===== config.mk =====
export PLATFORM = sky130hd
export DESIGN_NAME = rr_arbiter8
export DESIGN_NICKNAME = d
export VERILOG_FILES = /design/src/rtl/rr_arbiter8_pkg.sv /design/src/rtl/rr_arbiter8_onehot_dec3.sv /design/src/rtl/rr_arbiter8.sv
export SDC_FILE = /design/constraint.sdc
export NUM_CORES = 1
export LEC_CHECK = 0
export CORE_UTILIZATION = 64
export CTS_CLUSTER_SIZE = 30
export DETAILED_ROUTE_END_ITERATION = 8
export DONT_BUFFER_PORTS = 1
export PLACE_DENSITY = 0.8
export SYNTH_ARGS = -nofsm -noshare
export SYNTH_HDL_FRONTEND = slang
export SYNTH_HIERARCHICAL = 1
export SYNTH_SLANG_ARGS = --single-unit

===== constraint.sdc =====
create_clock -name clk -period 3.5 [get_ports clk]
set_input_delay 0.525 -clock clk [delete_from_list [all_inputs] [get_ports clk]]
set_output_delay 0.525 -clock clk [all_outputs]
set_load 0.05 [all_outputs]

===== src/rtl/rr_arbiter8_pkg.sv =====
// Shared constants and state type for the eight-requester round-robin arbiter.
package rr_arbiter8_pkg;

    localparam int N_REQ = 8;
    localparam int IDX_W = 3;

    typedef enum logic {
        ST_IDLE  = 1'b0,
        ST_GRANT = 1'b1
    } arb_state_t;

endpackage


===== src/rtl/rr_arbiter8_onehot_dec3.sv =====
// 3-to-8 one-hot decoder with enable; all-zero output while disabled.
module onehot_dec3
    import rr_arbiter8_pkg::*;
(
    input  logic [IDX_W-1:0] idx,
    input  logic             en,
    output logic [N_REQ-1:0] onehot
);

    for (genvar gi = 0; gi < N_REQ; gi++) begin : g_dec
        assign onehot[gi] = en && (idx == IDX_W'(gi));
    end

endmodule


===== src/rtl/rr_arbiter8.sv =====
// Eight-requester round-robin arbiter with grant hold and bounded tenure.
// All outputs are registered; the decoded grant is formed from next-state index/valid.
module rr_arbiter8
    import rr_arbiter8_pkg::*;
#(
    parameter int MAX_HOLD = 16,
    parameter int CNT_W    = 8
) (
    input  logic             clk,
    input  logic             rst,
    input  logic [N_REQ-1:0] req,
    output logic [N_REQ-1:0] grant,
    output logic [IDX_W-1:0] grant_idx,
    output logic             grant_valid,
    output logic [CNT_W-1:0] hold_cnt
);

    localparam bit             LIMITED   = (MAX_HOLD != 0);
    localparam logic [CNT_W-1:0] HOLD_LAST = CNT_W'((MAX_HOLD == 0) ? 0 : MAX_HOLD - 1);

    arb_state_t       state_reg, state_next;
    logic [IDX_W-1:0] last_ptr_reg, last_ptr_next;
    logic [IDX_W-1:0] idx_reg, idx_next;
    logic             valid_reg, valid_next;
    logic [CNT_W-1:0] hold_reg, hold_next;
    logic [N_REQ-1:0] grant_reg, grant_next;
    logic             release_hit;

    // Lowest set bit; caller guarantees r is nonzero when the result matters.
    function automatic logic [IDX_W-1:0] find_first(input logic [N_REQ-1:0] r);
        logic [IDX_W-1:0] res;
        res = '0;
        for (int i = N_REQ - 1; i >= 0; i--) begin
            if (r[i]) res = IDX_W'(i);
        end
        return res;
    endfunction

    // Requesters strictly above ptr win first; otherwise wrap to the lowest set bit,
    // which places ptr itself last in the rotation.
    function automatic logic [IDX_W-1:0] rr_pick(input logic [N_REQ-1:0] r,
                                                 input logic [IDX_W-1:0] ptr);
        logic [N_REQ-1:0] hi_mask;
        logic [N_REQ-1:0] masked;
        hi_mask = ~((N_REQ'(2) << ptr) - N_REQ'(1));
        masked  = r & hi_mask;
        return find_first((masked != '0) ? masked : r);
    endfunction

    assign release_hit = !req[idx_reg] || (LIMITED && (hold_reg == HOLD_LAST));

    always_comb begin
        state_next    = state_reg;
        last_ptr_next = last_ptr_reg;
        idx_next      = idx_reg;
        valid_next    = valid_reg;
        hold_next     = hold_reg;
        unique case (state_reg)
            ST_IDLE: begin
                if (req != '0) begin
                    idx_next   = rr_pick(req, last_ptr_reg);
                    valid_next = 1'b1;
                    hold_next  = '0;
                    state_next = ST_GRANT;
                end
            end
            ST_GRANT: begin
                if (release_hit) begin
                    last_ptr_next = idx_reg;
                    if (req != '0) begin
                        // Back-to-back handover: no idle cycle between holders.
                        idx_next  = rr_pick(req, idx_reg);
                        hold_next = '0;
                    end else begin
                        state_next = ST_IDLE;
                        idx_next   = '0;
                        valid_next = 1'b0;
                        hold_next  = '0;
                    end
                end else if (hold_reg != '1) begin
                    hold_next = hold_reg + CNT_W'(1);
                end
            end
            default: state_next = ST_IDLE;
        endcase
    end

    onehot_dec3 u_dec (
        .idx    (idx_next),
        .en     (valid_next),
        .onehot (grant_next)
    );

    always_ff @(posedge clk) begin
        if (rst) begin
            state_reg    <= ST_IDLE;
            last_ptr_reg <= IDX_W'(N_REQ - 1);
            idx_reg      <= '0;
            valid_reg    <= 1'b0;
            hold_reg     <= '0;
            grant_reg    <= '0;
        end else begin
            state_reg    <= state_next;
            last_ptr_reg <= last_ptr_next;
            idx_reg      <= idx_next;
            valid_reg    <= valid_next;
            hold_reg     <= hold_next;
            grant_reg    <= grant_next;
        end
    end

    assign grant       = grant_reg;
    assign grant_idx   = idx_reg;
    assign grant_valid = valid_reg;
    assign hold_cnt    = hold_reg;

endmodule


==> out/metrics.cfg <==
[layout]
diodes = 0
syn_to_final_growth_pct = 2.558
layout_common_cells = nand2_1 (27), dfxtp_1 (24), a21oi_1 (16), nor2_1 (13), nor2b_1 (13)
nets = 259
final_layout_size_suffix_gt1_share_pct = 20.90
design_area_mm2 = 0.002107
fill_cells = 273
final_util_pct = 69.02
final_common_cell = nand2_1

[yosys]
async_flop_share_pct = 0
yosysWarnings = 6
synthCells = 248
ys_seq_area_share_pct = 23.39
ys_types = 75
syn_area_per_cell_um2 = 8.284
synth-edff-count = 0
syn_area_mm2 = 0.002054
ys_ff_latch = 24
ys.flop_type = dfxtp_1
syn_nets = 261

[critical_path]
slowest_stage = dfxtp_1
startpoint_type = flop
path_delay_family = simple AND/OR/NAND/NOR gates
crit_fanout = 10
crit_buf_inv = 2
crit_type = reg2reg
worstPathCellList = or2_4 -> nor2_1 -> inv_1 -> ha_1 -> inv_1 -> o31a_1 -> o21ba_2 -> o21ai_0 -> nand3_1 -> o21ai_0 -> nand3_1 -> and4b_2 -> nor2b_1
cp.arrival_ns = 3.40
crit_required_ns = 3.71
cp-end-kind = flop
critical-path-max-stage-delay_ns = 0.53

[die]
ios = 30
dieArea_mm2 = 0.003440
fp.dieH_um = 58.66
initial_core_util_pct = 67.30
core.rowCount = 20
die_x_um = 58.66
core_region_area_mm2 = 0.003053

[clock_tree]
cts_sinks = 24
cts-root-buf = clkbuf_4
cts_buffer_depth = 2
clk-insertion-delay-late_ns = 0.31
h-tree-depth = 1
cts.reportedPaths.clkPinSlew_ns = 0.12
cts_buffers = 3
cts_hold_buffers = 0
cts_tree = built

[sta]
min_period_ns = 3.197
finalHoldViolCount = 0
setup_tns_ns = 0
maxSlewViolCount = 0
setup_ws_ns = 0.3032
finalSetupViolCount = 0
fin_skew_ns = 0.01074
fmax_ghz = 0.3128
post-route-period-util_pct = 91.34
slew_headroom_pct = 59.25
rsz0062_at_grt = false
tightest_slew_ns = 0.6105

[route]
first_iter_violations = 132
dr.pass1.iters = 5
via_per_inst = 6.375
ant_nets = 0
wirelength_um = 4580
post_drt_wl_per_cell_um = 15.90
detail_route.drc_violations = 0
vias = 1836

[pwr]
p_sw_uw = 824.1
p_leak_uw = 0.0007579
ir_worst_vdd_uv = 570.5
clock_power_share_pct = 7.0
seqPwrFrac_pct = 27.9
sw_frac_of_total_pct = 50.25
power_density_mw_per_mm2 = 778.4
combPwrFrac_pct = 65.1
p_int_uw = 816.0

[global_routing]
grt_pass1_vias = 1661
grtUsageTotal_pct = 27.80
overflow = 0
antenna_found_initial = 0
grt_pass1_wl_um = 7417
grt_max_degree = 17

[outcome]
status = finished, final reports clean

[min_path]
hold_class = in2reg

[place]
place.gp.congestion = 0.9895
place_ws_ns = 0.2668
portBuffers = 0
hpwl_um = 3478
place_area_mm2 = 0.002072

[flow_run]
maxCapViolations = 0

cell families (layout without fill, tap and decap cells):
| kind of cell | count (synthesis) | count (layout) | share of synthesized area (%) |
|---|---|---|---|
| flip-flops | 24 | 24 | 23.39 |
| AND/OR/NAND/NOR | 113 | 113 | 34.04 |
| multiplexers | 7 | 7 | 3.715 |
| AO/OA/AOI/OAI | 71 | 71 | 28.14 |
| buffers and inverters | 25 | 21 | 6.760 |
| adder cells (fa/ha/maj) | 3 | 3 | 1.827 |
| XOR/XNOR | 5 | 5 | 2.132 |
worst register-to-register path, cell delays in order (launching register included):
cell     delay, ns
dfxtp_1       0.53
or2_4         0.21
nor2_1        0.06
inv_1         0.10
ha_1          0.29
inv_1         0.13
o31a_1        0.38
o21ba_2       0.22
o21ai_0       0.15
nand3_1       0.11
o21ai_0       0.22
nand3_1       0.26
and4b_2       0.33
nor2b_1       0.13
final timing paths:
| kind | start | endpoint | slack (ns) | cells after the start |
|---|---|---|---|---|
| worst min-delay path | rst | hold_cnt[0]$_SDFFE_PP0P_ | 0.26 | 1 |
| worst min register to register | last_ptr_reg[0]$_SDFFE_PP1P_ | last_ptr_reg[0]$_SDFFE_PP1P_ | 0.63 | 2 |
| worst max register to register | last_ptr_reg[1]$_SDFFE_PP1P_ | grant[5]$_SDFF_PP0_ | 0.30 | 13 |
| worst max-delay path | last_ptr_reg[1]$_SDFFE_PP1P_ | grant[5]$_SDFF_PP0_ | 0.30 | 13 |
metal layers:
metal / track usage (%) / vias up / part of all wire [%] / wire length, um
met3: 7.253 / 6 / 7.5 / 344
met4: 6.463 / 0 / 0.81 / 37
met5: 0 / - / 0 / 0
met2: 44.99 / 64 / 47 / 2131
li1: - / 910 / - / -
met1: 37.11 / 856 / 45 / 2067
power groups by stage:
| stage | Sequential [uW] | Combinational [uW] | Clock [uW] |
|---|---|---|---|
| global route | 467 | 1160 | 128 |
| global placement | 462 | 1030 | 0 |
| floorplan | 491 | 855 | 0 |
| detailed placement | 463 | 1040 | 0 |
| finish | 458 | 1070 | 115 |
| CTS | 456 | 1040 | 117 |
area by class of cell:
cell class,count,area [um2],share of cell area (%)
flip-flops and latches,24,480.5,22.80
clock buffers,3,22.52,1.069
multi-input cells,199,1448,68.71
well taps,44,55.05,2.613
inverters,9,33.78,1.603
repair buffers,9,67.56,3.207
repair_timing:
item	CTS	global route
setup buffers	0	0
resized for setup	0	2
setup endpoints to repair	0	8
cells in the mapped netlist, drive strengths merged, types with 5 or more instances:
cell type	n	share of area (%)
o211ai	6	2.4
a21oi	16	3.9
inv	9	1.6
o21ai	14	3.6
and4bb	5	3.0
dfxtp	24	23
and2	7	2.4
o31ai	5	2.3
mux2	5	2.7
nor2b	13	4.0
nand2b	5	1.5
nand3	10	2.7
nor2	13	2.4
nand2	27	4.9
buf	14	4.8
metrics by stage:
stage          total power, uW  std cells  hold WS (ns)
6_report                  1640        288        0.2635
3_5_place_dp              1503        285        0.5988
5_1_grt                   1759        288        0.2435
2_1_floorplan             1346        248        0.5701
4_1_cts                   1618        288        0.2617
3_3_place_gp              1488        285        0.5879
No activity file was read; power rests on OpenSTA's default activity.
==> RTL change (config.mk and constraints unchanged) <==
Change the package constant `N_REQ` from 8 to 7.
--- a/src/rtl/rr_arbiter8_pkg.sv
+++ b/src/rtl/rr_arbiter8_pkg.sv
@@ -3,3 +3,3 @@
 
-    localparam int N_REQ = 8;
+    localparam int N_REQ = 7;
     localparam int IDX_W = 3;
Interface: changed (resized grant and req); port bits go from 30 to 28. The function was not compared with the original's and may differ.
==> RTL change against the unedited design <==
Total power down 56%; worst setup slack better by 120 ps; synthesized area decreased by 25%; sequential power down 24%; count of clock-buffer cells in the layout did not move; maximum frequency grew 3.8%; wire length shrank 24%; design area is 24% lower; sequential cell count decreased by 1.
==> RTL change: results (changes against the unedited design) <==
Cells and area
  – Comb_multi_in: 147 (was 199)
  – Fraction of area in clock buffers and inverters: 1.72% (was 1.07%)
  – Flip-flop and latch count: 23 (was 24)
  – Share of layout cells above drive strength 1: 11.6% (was 20.9%)
  – Count of non-CTS buffers in the layout: 7 (was 9)
  – Data buffer area share: 3.29% (was 3.21%)
  – Fraction of area in multi-input gates: 62.1% (was 68.7%)

Global routing
  – Vias in the first global route: 1274 (was 1661)
  – First-pass GRT wire length: 5770 um (was 7420 um)
  – Grt met1 use: 37.6% (was 37.1%)
  – GRT Util Overall: 29.4% (was 27.8%)
  – Met3 Use GR: 5.65% (was 7.25%)

Routing
  – Wire length on met3: 233 um (was 344 um)
  – 1st-iter DRT viols: 50 (was 132)
  – Vias: 1419 (was 1836)
  – M1 WL: 1460 um (was 2070 um)
  – Post-Route WL: 3480 um (was 4580 um)
  – Routed wire per std cell: 16.0 um (was 15.9 um)

Logic synthesis
  – Post-Synth XOR/XNOR Area: 4.00% (was 2.13%)
  – Top cells by area, synth: dfxtp_1 30%, nor2_1 5.4%, nor2b_1 4.5% (was dfxtp_1 23%, nand2_1 4.9%, nor2b_1 4.0%)
  – Mux share of post-synthesis cell area: 5.88% (was 3.71%)
  – Synth Area in Compound Gates: 21.6% (was 28.1%)
  – Distinct cells, synth: 50 (was 75)
  – Post-Syn Nets: 197 (was 261)
  – Synth cell count leaders: 23 x dfxtp_1, 22 x nor2_1, 11 x nor2b_1, 10 x nand2b_1, 10 x o21ai_0 (was 27 x nand2_1, 24 x dfxtp_1, 16 x a21oi_1, 13 x nor2_1, 13 x nor2b_1)

Place
  – DP Cell Count: 213 (was 285)

Critical path
  – RR Endpoint: grant[4] (was grant[5])
  – Critical path data required time: 3730 ps (was 3710 ps)

Run status
  – Status: finished, final reports clean (unchanged)

Pwr
  – Maximum VDD drop: 0.365 mV (was 0.571 mV)
  – Clk pwr: 0.000126 W (was 0.000115 W)

STA
  – Hold slack: 254 ps (was 263 ps)
RTL change: critical path, cell delays in order, from the launching register on:
cell	delay, ps
dfxtp_1	700
mux2_1	370
mux4_2	510
a21o_1	290
a211oi_2	300
a21bo_1	250
nand3_1	190
and4bb_2	270
nor2b_1	120
RTL change: worst max path at each step:
stage	to	from	depth (start not counted)	slack, ps
after floorplan	grant[4]	grant_idx[1]	10	510
after global placement	grant[4]	grant_idx[1]	8	590
after CTS	grant[4]	grant_idx[1]	8	450
after detailed placement	grant[4]	grant_idx[1]	8	480
final	grant[4]	grant_idx[1]	8	420
after global routing	grant[4]	last_ptr_reg[1]	8	260
RTL change: kinds of logic after synthesis:
kind of cell,count (synthesis)
adder cells (fa/ha/maj),1
AO/OA/AOI/OAI,46
buffers and inverters,17
AND/OR/NAND/NOR,86
multiplexers,7
flip-flops,23
XOR/XNOR,7
